`src/rtl/sreg_wb_arbiter_if.sv`:
```
// Writeback bus between the producers, the scalar register file write port
// and the issue-stage scoreboard.
interface sreg_wb_arbiter_if #(
   parameter int DATA_WIDTH = 32,
   parameter int NUM_SRC    = 3,
   parameter int REG_COUNT  = 32
);
   logic [NUM_SRC-1:0]            wb_valid_i;
   logic [NUM_SRC*5-1:0]          wb_addr_i;
   logic [NUM_SRC*DATA_WIDTH-1:0] wb_data_i;
   logic [NUM_SRC-1:0]            wb_ready_o;
   logic [4:0]                    rd_addr_o;
   logic [DATA_WIDTH-1:0]         rd_data_o;
   logic                          reg_write_en_o;
   logic                          sb_set_i;
   logic [4:0]                    sb_set_addr_i;
   logic [REG_COUNT-1:0]          sb_busy_o;

   modport slave (
      input  wb_valid_i, wb_addr_i, wb_data_i, sb_set_i, sb_set_addr_i,
      output wb_ready_o, rd_addr_o, rd_data_o, reg_write_en_o, sb_busy_o
   );

   modport master (
      output wb_valid_i, wb_addr_i, wb_data_i, sb_set_i, sb_set_addr_i,
      input  wb_ready_o, rd_addr_o, rd_data_o, reg_write_en_o, sb_busy_o
   );
endinterface

```
`src/rtl/sreg_wb_arbiter.sv`:
```
// Round-robin writeback arbiter for the scalar register file, with a registered
// write stage and a pending-write scoreboard.
module sreg_wb_arbiter #(
   parameter int DATA_WIDTH = 32,
   parameter int NUM_SRC    = 3,
   parameter int REG_COUNT  = 32
) (
   input  logic                 clk,
   input  logic                 rst,
   sreg_wb_arbiter_if.slave     bus
);
   localparam int PTR_W = (NUM_SRC > 1) ? $clog2(NUM_SRC) : 1;

   logic [PTR_W-1:0]      r_ptr;
   logic [4:0]            r_rdAddr;
   logic [DATA_WIDTH-1:0] r_rdData;
   logic                  r_writeEn;
   logic [REG_COUNT-1:0]  r_busy;

   logic                  w_found;
   logic [PTR_W-1:0]      w_grantIdx;
   logic [NUM_SRC-1:0]    w_grant;
   logic [4:0]            w_addr;
   logic [DATA_WIDTH-1:0] w_data;
   logic [PTR_W-1:0]      w_nextPtr;
   logic [REG_COUNT-1:0]  w_busyNext;

   // Scan from the pointer upward with wrap; first valid source wins.
   always_comb begin
      w_found    = 1'b0;
      w_grantIdx = '0;
      for (int i = 0; i < NUM_SRC; i++) begin
         if (!w_found && bus.wb_valid_i[(int'(r_ptr) + i) % NUM_SRC]) begin
            w_found    = 1'b1;
            w_grantIdx = PTR_W'((int'(r_ptr) + i) % NUM_SRC);
         end
      end
      if (rst) begin
         w_found = 1'b0;
      end
      w_grant = '0;
      if (w_found) begin
         w_grant[w_grantIdx] = 1'b1;
      end
   end

   assign w_addr    = bus.wb_addr_i[int'(w_grantIdx)*5 +: 5];
   assign w_data    = bus.wb_data_i[int'(w_grantIdx)*DATA_WIDTH +: DATA_WIDTH];
   assign w_nextPtr = (w_grantIdx == PTR_W'(NUM_SRC-1)) ? '0 : w_grantIdx + 1'b1;

   // Clear for the write now landing, then set, so a new producer wins a tie.
   always_comb begin
      w_busyNext = r_busy;
      if (r_writeEn) begin
         w_busyNext[r_rdAddr] = 1'b0;
      end
      if (bus.sb_set_i) begin
         w_busyNext[bus.sb_set_addr_i] = 1'b1;
      end
      w_busyNext[0] = 1'b0;
   end

   always_ff @(posedge clk) begin
      if (rst) begin
         r_ptr     <= '0;
         r_rdAddr  <= '0;
         r_rdData  <= '0;
         r_writeEn <= 1'b0;
         r_busy    <= '0;
      end else begin
         r_busy <= w_busyNext;
         if (w_found) begin
            r_ptr     <= w_nextPtr;
            r_rdAddr  <= w_addr;
            r_rdData  <= w_data;
            r_writeEn <= (w_addr != 5'd0);
         end else begin
            r_writeEn <= 1'b0;
         end
      end
   end

   assign bus.wb_ready_o     = w_grant;
   assign bus.rd_addr_o      = r_rdAddr;
   assign bus.rd_data_o      = r_rdData;
   assign bus.reg_write_en_o = r_writeEn;
   assign bus.sb_busy_o      = r_busy;
endmodule
```
`src/flat_wrapper.sv`:
```
// flat-port wrapper written by rule: the top's interface ports become plain ports
module sreg_wb_arbiter_flat 
#(
   parameter int DATA_WIDTH = 32,
   parameter int NUM_SRC    = 3,
   parameter int REG_COUNT  = 32
)
  (clk, rst, bus_wb_valid_i, bus_wb_addr_i, bus_wb_data_i, bus_sb_set_i, bus_sb_set_addr_i, bus_wb_ready_o, bus_rd_addr_o, bus_rd_data_o, bus_reg_write_en_o, bus_sb_busy_o);
  sreg_wb_arbiter_if #(.DATA_WIDTH(DATA_WIDTH), .NUM_SRC(NUM_SRC), .REG_COUNT(REG_COUNT)) bus_i ();
  input  logic clk;
  input  logic rst;
  input wire logic [$bits(bus_i.wb_valid_i)-1:0] bus_wb_valid_i;
  input wire logic [$bits(bus_i.wb_addr_i)-1:0] bus_wb_addr_i;
  input wire logic [$bits(bus_i.wb_data_i)-1:0] bus_wb_data_i;
  input wire logic [$bits(bus_i.sb_set_i)-1:0] bus_sb_set_i;
  input wire logic [$bits(bus_i.sb_set_addr_i)-1:0] bus_sb_set_addr_i;
  output wire logic [$bits(bus_i.wb_ready_o)-1:0] bus_wb_ready_o;
  output wire logic [$bits(bus_i.rd_addr_o)-1:0] bus_rd_addr_o;
  output wire logic [$bits(bus_i.rd_data_o)-1:0] bus_rd_data_o;
  output wire logic [$bits(bus_i.reg_write_en_o)-1:0] bus_reg_write_en_o;
  output wire logic [$bits(bus_i.sb_busy_o)-1:0] bus_sb_busy_o;
  assign bus_i.wb_valid_i = bus_wb_valid_i;
  assign bus_i.wb_addr_i = bus_wb_addr_i;
  assign bus_i.wb_data_i = bus_wb_data_i;
  assign bus_i.sb_set_i = bus_sb_set_i;
  assign bus_i.sb_set_addr_i = bus_sb_set_addr_i;
  assign bus_wb_ready_o = bus_i.wb_ready_o;
  assign bus_rd_addr_o = bus_i.rd_addr_o;
  assign bus_rd_data_o = bus_i.rd_data_o;
  assign bus_reg_write_en_o = bus_i.reg_write_en_o;
  assign bus_sb_busy_o = bus_i.sb_busy_o;
  sreg_wb_arbiter #(.DATA_WIDTH(DATA_WIDTH), .NUM_SRC(NUM_SRC), .REG_COUNT(REG_COUNT)) u_core (.clk(clk), .rst(rst), .bus(bus_i));
endmodule
```
`config.mk`:
```
export PLATFORM = sky130hd
export DESIGN_NAME = sreg_wb_arbiter_flat
export DESIGN_NICKNAME = d
export VERILOG_FILES = /design/src/rtl/sreg_wb_arbiter_if.sv /design/src/rtl/sreg_wb_arbiter.sv /design/src/flat_wrapper.sv
export SDC_FILE = /design/constraint.sdc
export NUM_CORES = 1
export LEC_CHECK = 0
export ABC_AREA = 1
export BUFFER_PORTS_ARGS = -buffer_cell sky130_fd_sc_hd__buf_2
export CAP_MARGIN = 20
export CELL_PAD_IN_SITES_DETAIL_PLACEMENT = 0
export CELL_PAD_IN_SITES_GLOBAL_PLACEMENT = 1
export CORE_MARGIN = 2
export CORE_UTILIZATION = 33
export DETAILED_ROUTE_END_ITERATION = 6
export PLACE_DENSITY_LB_ADDON = 0.1
export SLEW_MARGIN = 20
export SYNTH_ARGS = -nofsm -noshare
export SYNTH_HDL_FRONTEND = slang
export SYNTH_SLANG_ARGS = --single-unit
export TNS_END_PERCENT = 20
```
`constraint.sdc`:
```
create_clock -name clk -period 4.4 [get_ports clk]
set_clock_uncertainty 0.05 [all_clocks]
set_input_delay 0.44 -clock clk [delete_from_list [all_inputs] [get_ports clk]]
set_output_delay 0.44 -clock clk [all_outputs]
set_load 0.1 [all_outputs]
```
==> impl_metrics.ini, run 1 <==
[outcome]
status = finished clean

[power]
intPower_mw = 1.54
p_per_area_nw_per_um2 = 866
total_leakage_power_nw = 2.21
pwr-share-seq_pct = 22.7
pwr-share-comb_pct = 64.8
netSwitchingFraction_pct = 62.6
power_frac_clock_pct = 12.5
switchingPower_mw = 2.57
worst_ir_drop_vdd_mv = 0.517

[die]
io_pins = 195
die_area_um2 = 11600
initial_utilization_pct = 34.2
fp.dieW_um = 108
die_y_um = 108
fp.coreArea_um2 = 10400
rows = 37

[grt]
grt_pass1_vias = 3955
grt_pass1_wl_um = 19500
antenna_found_initial = 0
track_usage_pct = 21.6
overflow = 0
grt_start_max_net_pins = 41

[sta]
finalHoldViolCount = 0
fmax_mhz = 269
grt_setup_unrepaired = false
tns_ns = 0
slew_violations = 0
period_minus_slack_ns = 3.72
finalCritPeriodShare_pct = 84.4
worst_pin_slew_ns = 0.937
setup_viol = 0
relSlewSlack_pct = 37.5

[logic_synthesis]
synth_mux_area_share_pct = 0
synthTopCellsByCount = 132 x nand2_1, 71 x dfxtp_1, 70 x o21ai_0
yosys_register_bits = 71
syn_area_um2 = 3560
synth-simple-area-share_pct = 23.9
synth_cell_types = 31
synth_most_common_cell = nand2_1
synth_fa_ha_area_share_pct = 1.40
synth-async-reset-ratio_pct = 0
synth_area_per_cell_um2 = 7.30
synthesis.nets = 614
yosysWarnings = 0
synth-edff-count = 0
synth.largest_area_cell = dfxtp_1
ys.flop_type = dfxtp_1
yosys-top-cells-area = dfxtp_1 40%, nand2_1 14%, o21ai_0 9.8%, a21oi_1 6.7%, nand3_1 4.5%
yosysSeqAreaShare_pct = 39.9
synth-compound-area-share_pct = 27.0
netlist_instances = 488
netlist.area_leader.share_pct = 39.9
synth-xor-area-share_pct = 0
synth_top_family_by_area = compound AO/OA/AOI/OAI gates

[finish]
utilization_pct = 45.5
syn2layout_area_growth_pct = 33.0
diodes = 0
drive_above_1_share_pct = 34.7
nNetsFinal = 793

[cts]
ctsLongestPathBuffers = 2
post_cts_resized = 0
cts_buffers = 9
cts_tree = built
cts.sinks = 71
clk-insertion-delay-late_ns = 0.34
post-cts-setup-buffers = 0
clkTransAtPathRegs_ns = 0.07
cts_max_level = 3
cts_hold_buf = 0
clockRootBuffer = clkbuf_8

[critical_path]
rrSetupSlack_ns = 0.98
critPathKind = register to primary output
worstRegToRegCells = 13
r2r-start = u_core.r_ptr[0]$_SDFFE_PP0P_
critPathMaxFanout = 34
crit_path_end_kind = primary output
crit_required_ns = 3.91
rr_endpoint = u_core.r_ptr[0]$_SDFFE_PP0P_
start_kind = register
arrival_ns = 3.23

[min_path]
holdCritPathClass = input port to register
hold_start = bus_wb_data_i[21]
holdPathStages = 3
hold_end = u_core.bus.rd_data_o[21]$_SDFFE_PP0P_

[place]
port_buffers = 193
post-dp-hpwl_um = 9280
routabilityCongestion = 0.906

[detailed_routing]
vias = 4054
drc = 0
viasPerCell = 5.02
wirelength_um = 12400
dr.pass1.iters = 4
drt-initial-drc-count = 214
wl_per_cell_um = 15.4
antenna_left = 0

[flow_run]
maxCapViolCount = 0
through the flow:
stage	area, µm²	cells	hold slack, ns	setup slack, ns	power (mW)
finish	4740	808	0.296	0.685	4.10
global route	4740	808	0.286	0.325	4.33
CTS	4740	808	0.280	0.631	4.14
detailed placement	4540	792	0.414	0.953	3.62
global placement	4540	792	0.407	1.08	3.60
floorplan	3560	488	0.428	0.160	3.20
cells in the final DEF (no fill, tap or decap), drive strengths merged:
cell / netlist / layout
a21boi: 1 / 1
a21oi: 48 / 48
a22oi: 7 / 7
a31oi: 19 / 19
a41oi: 13 / 13
buf: 18 / 194
clkbuf: 8 / 14
clkinv: 0 / 1
clkinvlp: 0 / 1
conb: 1 / 1
dfxtp: 71 / 71
ha: 4 / 4
inv: 29 / 29
nand2: 136 / 136
nand3: 34 / 34
nand4: 2 / 2
nor2: 14 / 14
nor3: 11 / 11
o21ai: 71 / 71
o22ai: 1 / 1
state kept, by name (all words and copies together) (netlist names):
signal,cells
u_core.bus.rd_data_o,32
u_core.bus.sb_busy_o,31
u_core.bus.rd_addr_o,5
u_core.r_ptr,2
u_core.bus.reg_write_en_o,1
worst max-delay path: stages, from the launching register on:
cell,delay (ns)
dfxtp_1,0.38
inv_1,0.08
ha_1,0.37
inv_2,0.12
nand2_1,0.06
nand3_1,0.06
nand2_1,0.09
nand2_1,0.13
nor2_4,0.06
inv_2,0.39
nand2_2,0.41
nor3_1,0.27
buf_2,0.45
worst max-delay path by stage:
stage	slack [ns]	start	endpoint	cells after the start
after floorplan	0.16	u_core.r_ptr[0]$_SDFFE_PP0P_	bus_wb_ready_o[0]	13
after global placement	1.08	u_core.r_ptr[0]$_SDFFE_PP0P_	u_core.bus.rd_data_o[8]$_SDFFE_PP0P_	12
after detailed placement	0.95	u_core.r_ptr[0]$_SDFFE_PP0P_	u_core.r_ptr[0]$_SDFFE_PP0P_	13
after CTS	0.63	u_core.r_ptr[0]$_SDFFE_PP0P_	bus_wb_ready_o[2]	12
after global routing	0.32	u_core.r_ptr[0]$_SDFFE_PP0P_	bus_wb_ready_o[0]	12
final	0.68	u_core.r_ptr[0]$_SDFFE_PP0P_	bus_wb_ready_o[0]	12
power groups by stage:
stage / Combinational [mW] / Clock, mW / Sequential (mW)
finish: 2.66 / 0.512 / 0.933
CTS: 2.68 / 0.524 / 0.932
detailed placement: 2.68 / 0 / 0.940
floorplan: 1.05 / 0 / 2.15
global placement: 2.67 / 0 / 0.938
global route: 2.83 / 0.547 / 0.953
area by class of cell:
type / instances / area [µm²]
multi-input cells: 362 / 1870
clock buffers: 14 / 183
clock inverters: 2 / 12.5
fillers: 1129 / 5680
flip-flops and latches: 71 / 1420
inverters: 29 / 111
well taps: 136 / 170
repair buffers: 194 / 973
kinds of logic after synthesis:
group                      count (synthesis)
buffers and inverters                     55
adders and majority gates                  4
and+or+nand+nor                          197
other                                      1
DFF                                       71
AOI/OAI and AO/OA                        160
per-layer routing:
layer | wire length, µm | global-route usage, % | up-vias | part of all wire (%)
met4 | 94 | 5.40 | 0 | 0.76
met5 | 0 | 0 | - | 0
met1 | 5300 | 25.9 | 1862 | 43
met2 | 6210 | 37.9 | 138 | 50
li1 | - | - | 2046 | -
met3 | 823 | 6.05 | 8 | 6.6
(Power assumes the default switching activity.)
==> run 2, diff against run 1 <==
Settings changed: ABC_AREA 1 to 0.
Clock period 4.4 ns to 3.5 ns, I/O delays scaled along.
==> impl_metrics.ini, run 2 <==
[logic_synthesis]
synth_cell_types = 46
syn_area_um2 = 3910
yosysSeqAreaShare_pct = 36.3
synth-async-reset-ratio_pct = 0
synth_most_common_cell = dfxtp_1
synthesis.nets = 536
netlist.area_leader.share_pct = 36.3
synthTopCellsByCount = 71 x dfxtp_1, 40 x nand2_1, 38 x a21oi_1, 38 x mux2i_1, 34 x o21ai_0
yosys-top-cells-area = dfxtp_1 36%, mux2_4 11%, mux2i_1 9.7%, o2bb2ai_1 7.4%, a21oi_1 4.9%
yosysWarnings = 0
synth_area_per_cell_um2 = 9.54
synth-edff-count = 0
synth.largest_area_cell = dfxtp_1
ys.flop_type = dfxtp_1
netlist_instances = 410
yosys_register_bits = 71

[critical_path]
critPathKind = register to primary output
crit_path_end_kind = primary output
crit_slowest_cell = and2_2
crit_family = simple AND/OR/NAND/NOR gates
critPathMaxFanout = 14
arrival_ns = 2.84
crit_required_ns = 3.10
cpPeakStageDelay_ns = 0.41
path_cells = inv_1 > ha_2 > mux2i_1 > nor2_1 > o221ai_1 > and2_2 > nor3b_2 > buf_12
cp_num_buf_inv = 2
start_kind = register

[finish]
nNetsFinal = 719
fin_area_um2 = 5250
n_fill_cell = 1156
syn2layout_area_growth_pct = 34.1
register_area_um2 = 1420
diodes = 0
final_cell_mix = 190 x buf_2, 71 x dfxtp_1, 40 x nand2_1
stdcell_count = 740
drive_above_1_share_pct = 43.7
final_common_cell = buf_2
multiInputGateArea_um2 = 2300
largest_reg_flops = 32

[cts]
cts.sinks = 71
clockRootBuffer = clkbuf_16
cts_max_level = 3
post-cts-setup-buffers = 0
clk-insertion-delay-late_ns = 0.33
clkTransAtPathRegs_ns = 0.06
cts_tree = built
cts_buffers = 9
ctsLongestPathBuffers = 2

[power]
power.total_mw = 5.60
p_per_area_nw_per_um2 = 1070
worst_ir_drop_vdd_mv = 0.647
total_leakage_power_nw = 2.55

[sta]
finalCritPeriodShare_pct = 92.5
relSlewSlack_pct = 34.5
setup_viol = 0
fmax_mhz = 309
finalHoldViolCount = 0
slew_violations = 0
grt_setup_unrepaired = false
tns_ns = 0
period_minus_slack_ns = 3.24
worst_pin_slew_ns = 0.980

[place]
post-dp-hpwl_um = 9180
placed_area_um2 = 4970
dp.cells = 725
routabilityCongestion = 0.816
port_buffers = 193

[grt]
grt_pass1_vias = 3962
track_usage_pct = 19.3
grt_start_max_net_pins = 40
overflow = 0
grt_pass1_wl_um = 19700
antenna_found_initial = 1

[die]
die_y_um = 113
die_area_um2 = 12700
io_pins = 195
initial_utilization_pct = 34.0
rows = 39
fp.dieW_um = 113
fp.coreArea_um2 = 11500

[min_path]
holdCritPathClass = input port to register

[detailed_routing]
drc = 7
viasPerCell = 5.18
dr.pass1.iters = 7
antenna_left = 0
wl_per_cell_um = 16.5
drt-initial-drc-count = 140
vias = 3833
wirelength_um = 12200

[flow_run]
maxCapViolCount = 0

[outcome]
failed_checks = design-rule violations
status = finished, violations left
run 2: cell count changes after synthesis, sizes merged, moves of 11 or more:
cell / delta
a31oi: -19
a41oi: -11
inv: -25
mux2: +35
mux2i: +38
nand2: -96
nand3: -26
o21ai: -37
o2bb2ai: +33
run 2: per-layer routing:
layer  wire length [µm]  up-vias  GRT usage (%)  part of all wire, %
met5                  7        -              0                0.057
met3               1050       17           6.96                  8.6
li1                   -     1885              -                    -
met4                193        2           5.61                  1.6
met1               5240     1766           22.9                   43
met2               5740      163           33.1                   47
run 2: path summary, 6_finish.rpt:
check	startpoint	endpoint	slack (ns)	depth (start not counted)
hold / removal	bus_wb_data_i[76]	u_core.bus.rd_data_o[12]$_SDFFE_PP0P_	0.25	3
setup / recovery	u_core.r_ptr[1]$_SDFFE_PP0P_	bus_wb_ready_o[1]	0.26	8
setup reg to reg	u_core.r_ptr[1]$_SDFFE_PP0P_	u_core.bus.rd_data_o[29]$_SDFFE_PP0P_	0.53	9
hold reg to reg	u_core.bus.rd_data_o[15]$_SDFFE_PP0P_	u_core.bus.rd_data_o[15]$_SDFFE_PP0P_	0.41	1
run 2: worst min-delay path, cell delays in order:
cell,delay (ns)
buf_2,0.07
mux2i_1,0.05
o2bb2ai_1,0.12
run 2: layout make-up:
cell class	instances	area share [%]
tap	143	3.41
clock inverter	6	0.739
multi-input combinational	305	43.9
sequential	71	27.1
inverter	4	0.286
timing repair buffer	202	20.3
clock buffer	9	4.29
run 2: power by group:
group / internal (mW) / switching, mW
logic: 1.14 / 2.48
registers: 1.00 / 0.143
clock network: 0.473 / 0.361
total: 2.62 / 2.98
run 2: kinds of logic (layout without fill, tap and decap cells):
kind of cell             after synthesis  in the layout  share of synthesized area, %
flip-flops                            71             71                          36.3
AO/OA/AOI/OAI                        129            129                          21.4
AND/OR/NAND/NOR                       98             98                          13.0
adder cells (fa/ha/maj)                4              4                          1.28
buffers and inverters                 34            221                          5.34
multiplexers                          73             73                          22.5
other                                  1              1                        0.0958
run 2: per-stage QoR:
| stage | hold WS, ns | setup slack (ns) | utilization [%] |
|---|---|---|---|
| 3_5_place_dp | 0.392 | 0.392 | 43.2 |
| 3_3_place_gp | 0.391 | 0.480 | 43.2 |
| 2_1_floorplan | 0.416 | -0.957 | - |
| 5_1_grt | 0.256 | 0.100 | 45.6 |
| 4_1_cts | 0.234 | 0.0148 | 45.5 |
| 6_report | 0.247 | 0.261 | 45.6 |
run 2: what timing repair did:
| item | 4_1_cts | 5_1_grt |
|---|---|---|
| hold buffers | 0 | 0 |
| resized for setup | 0 | 4 |
| endpoints found under the hold margin | 0 | 0 |
| endpoints found under the setup margin | 0 | 3 |
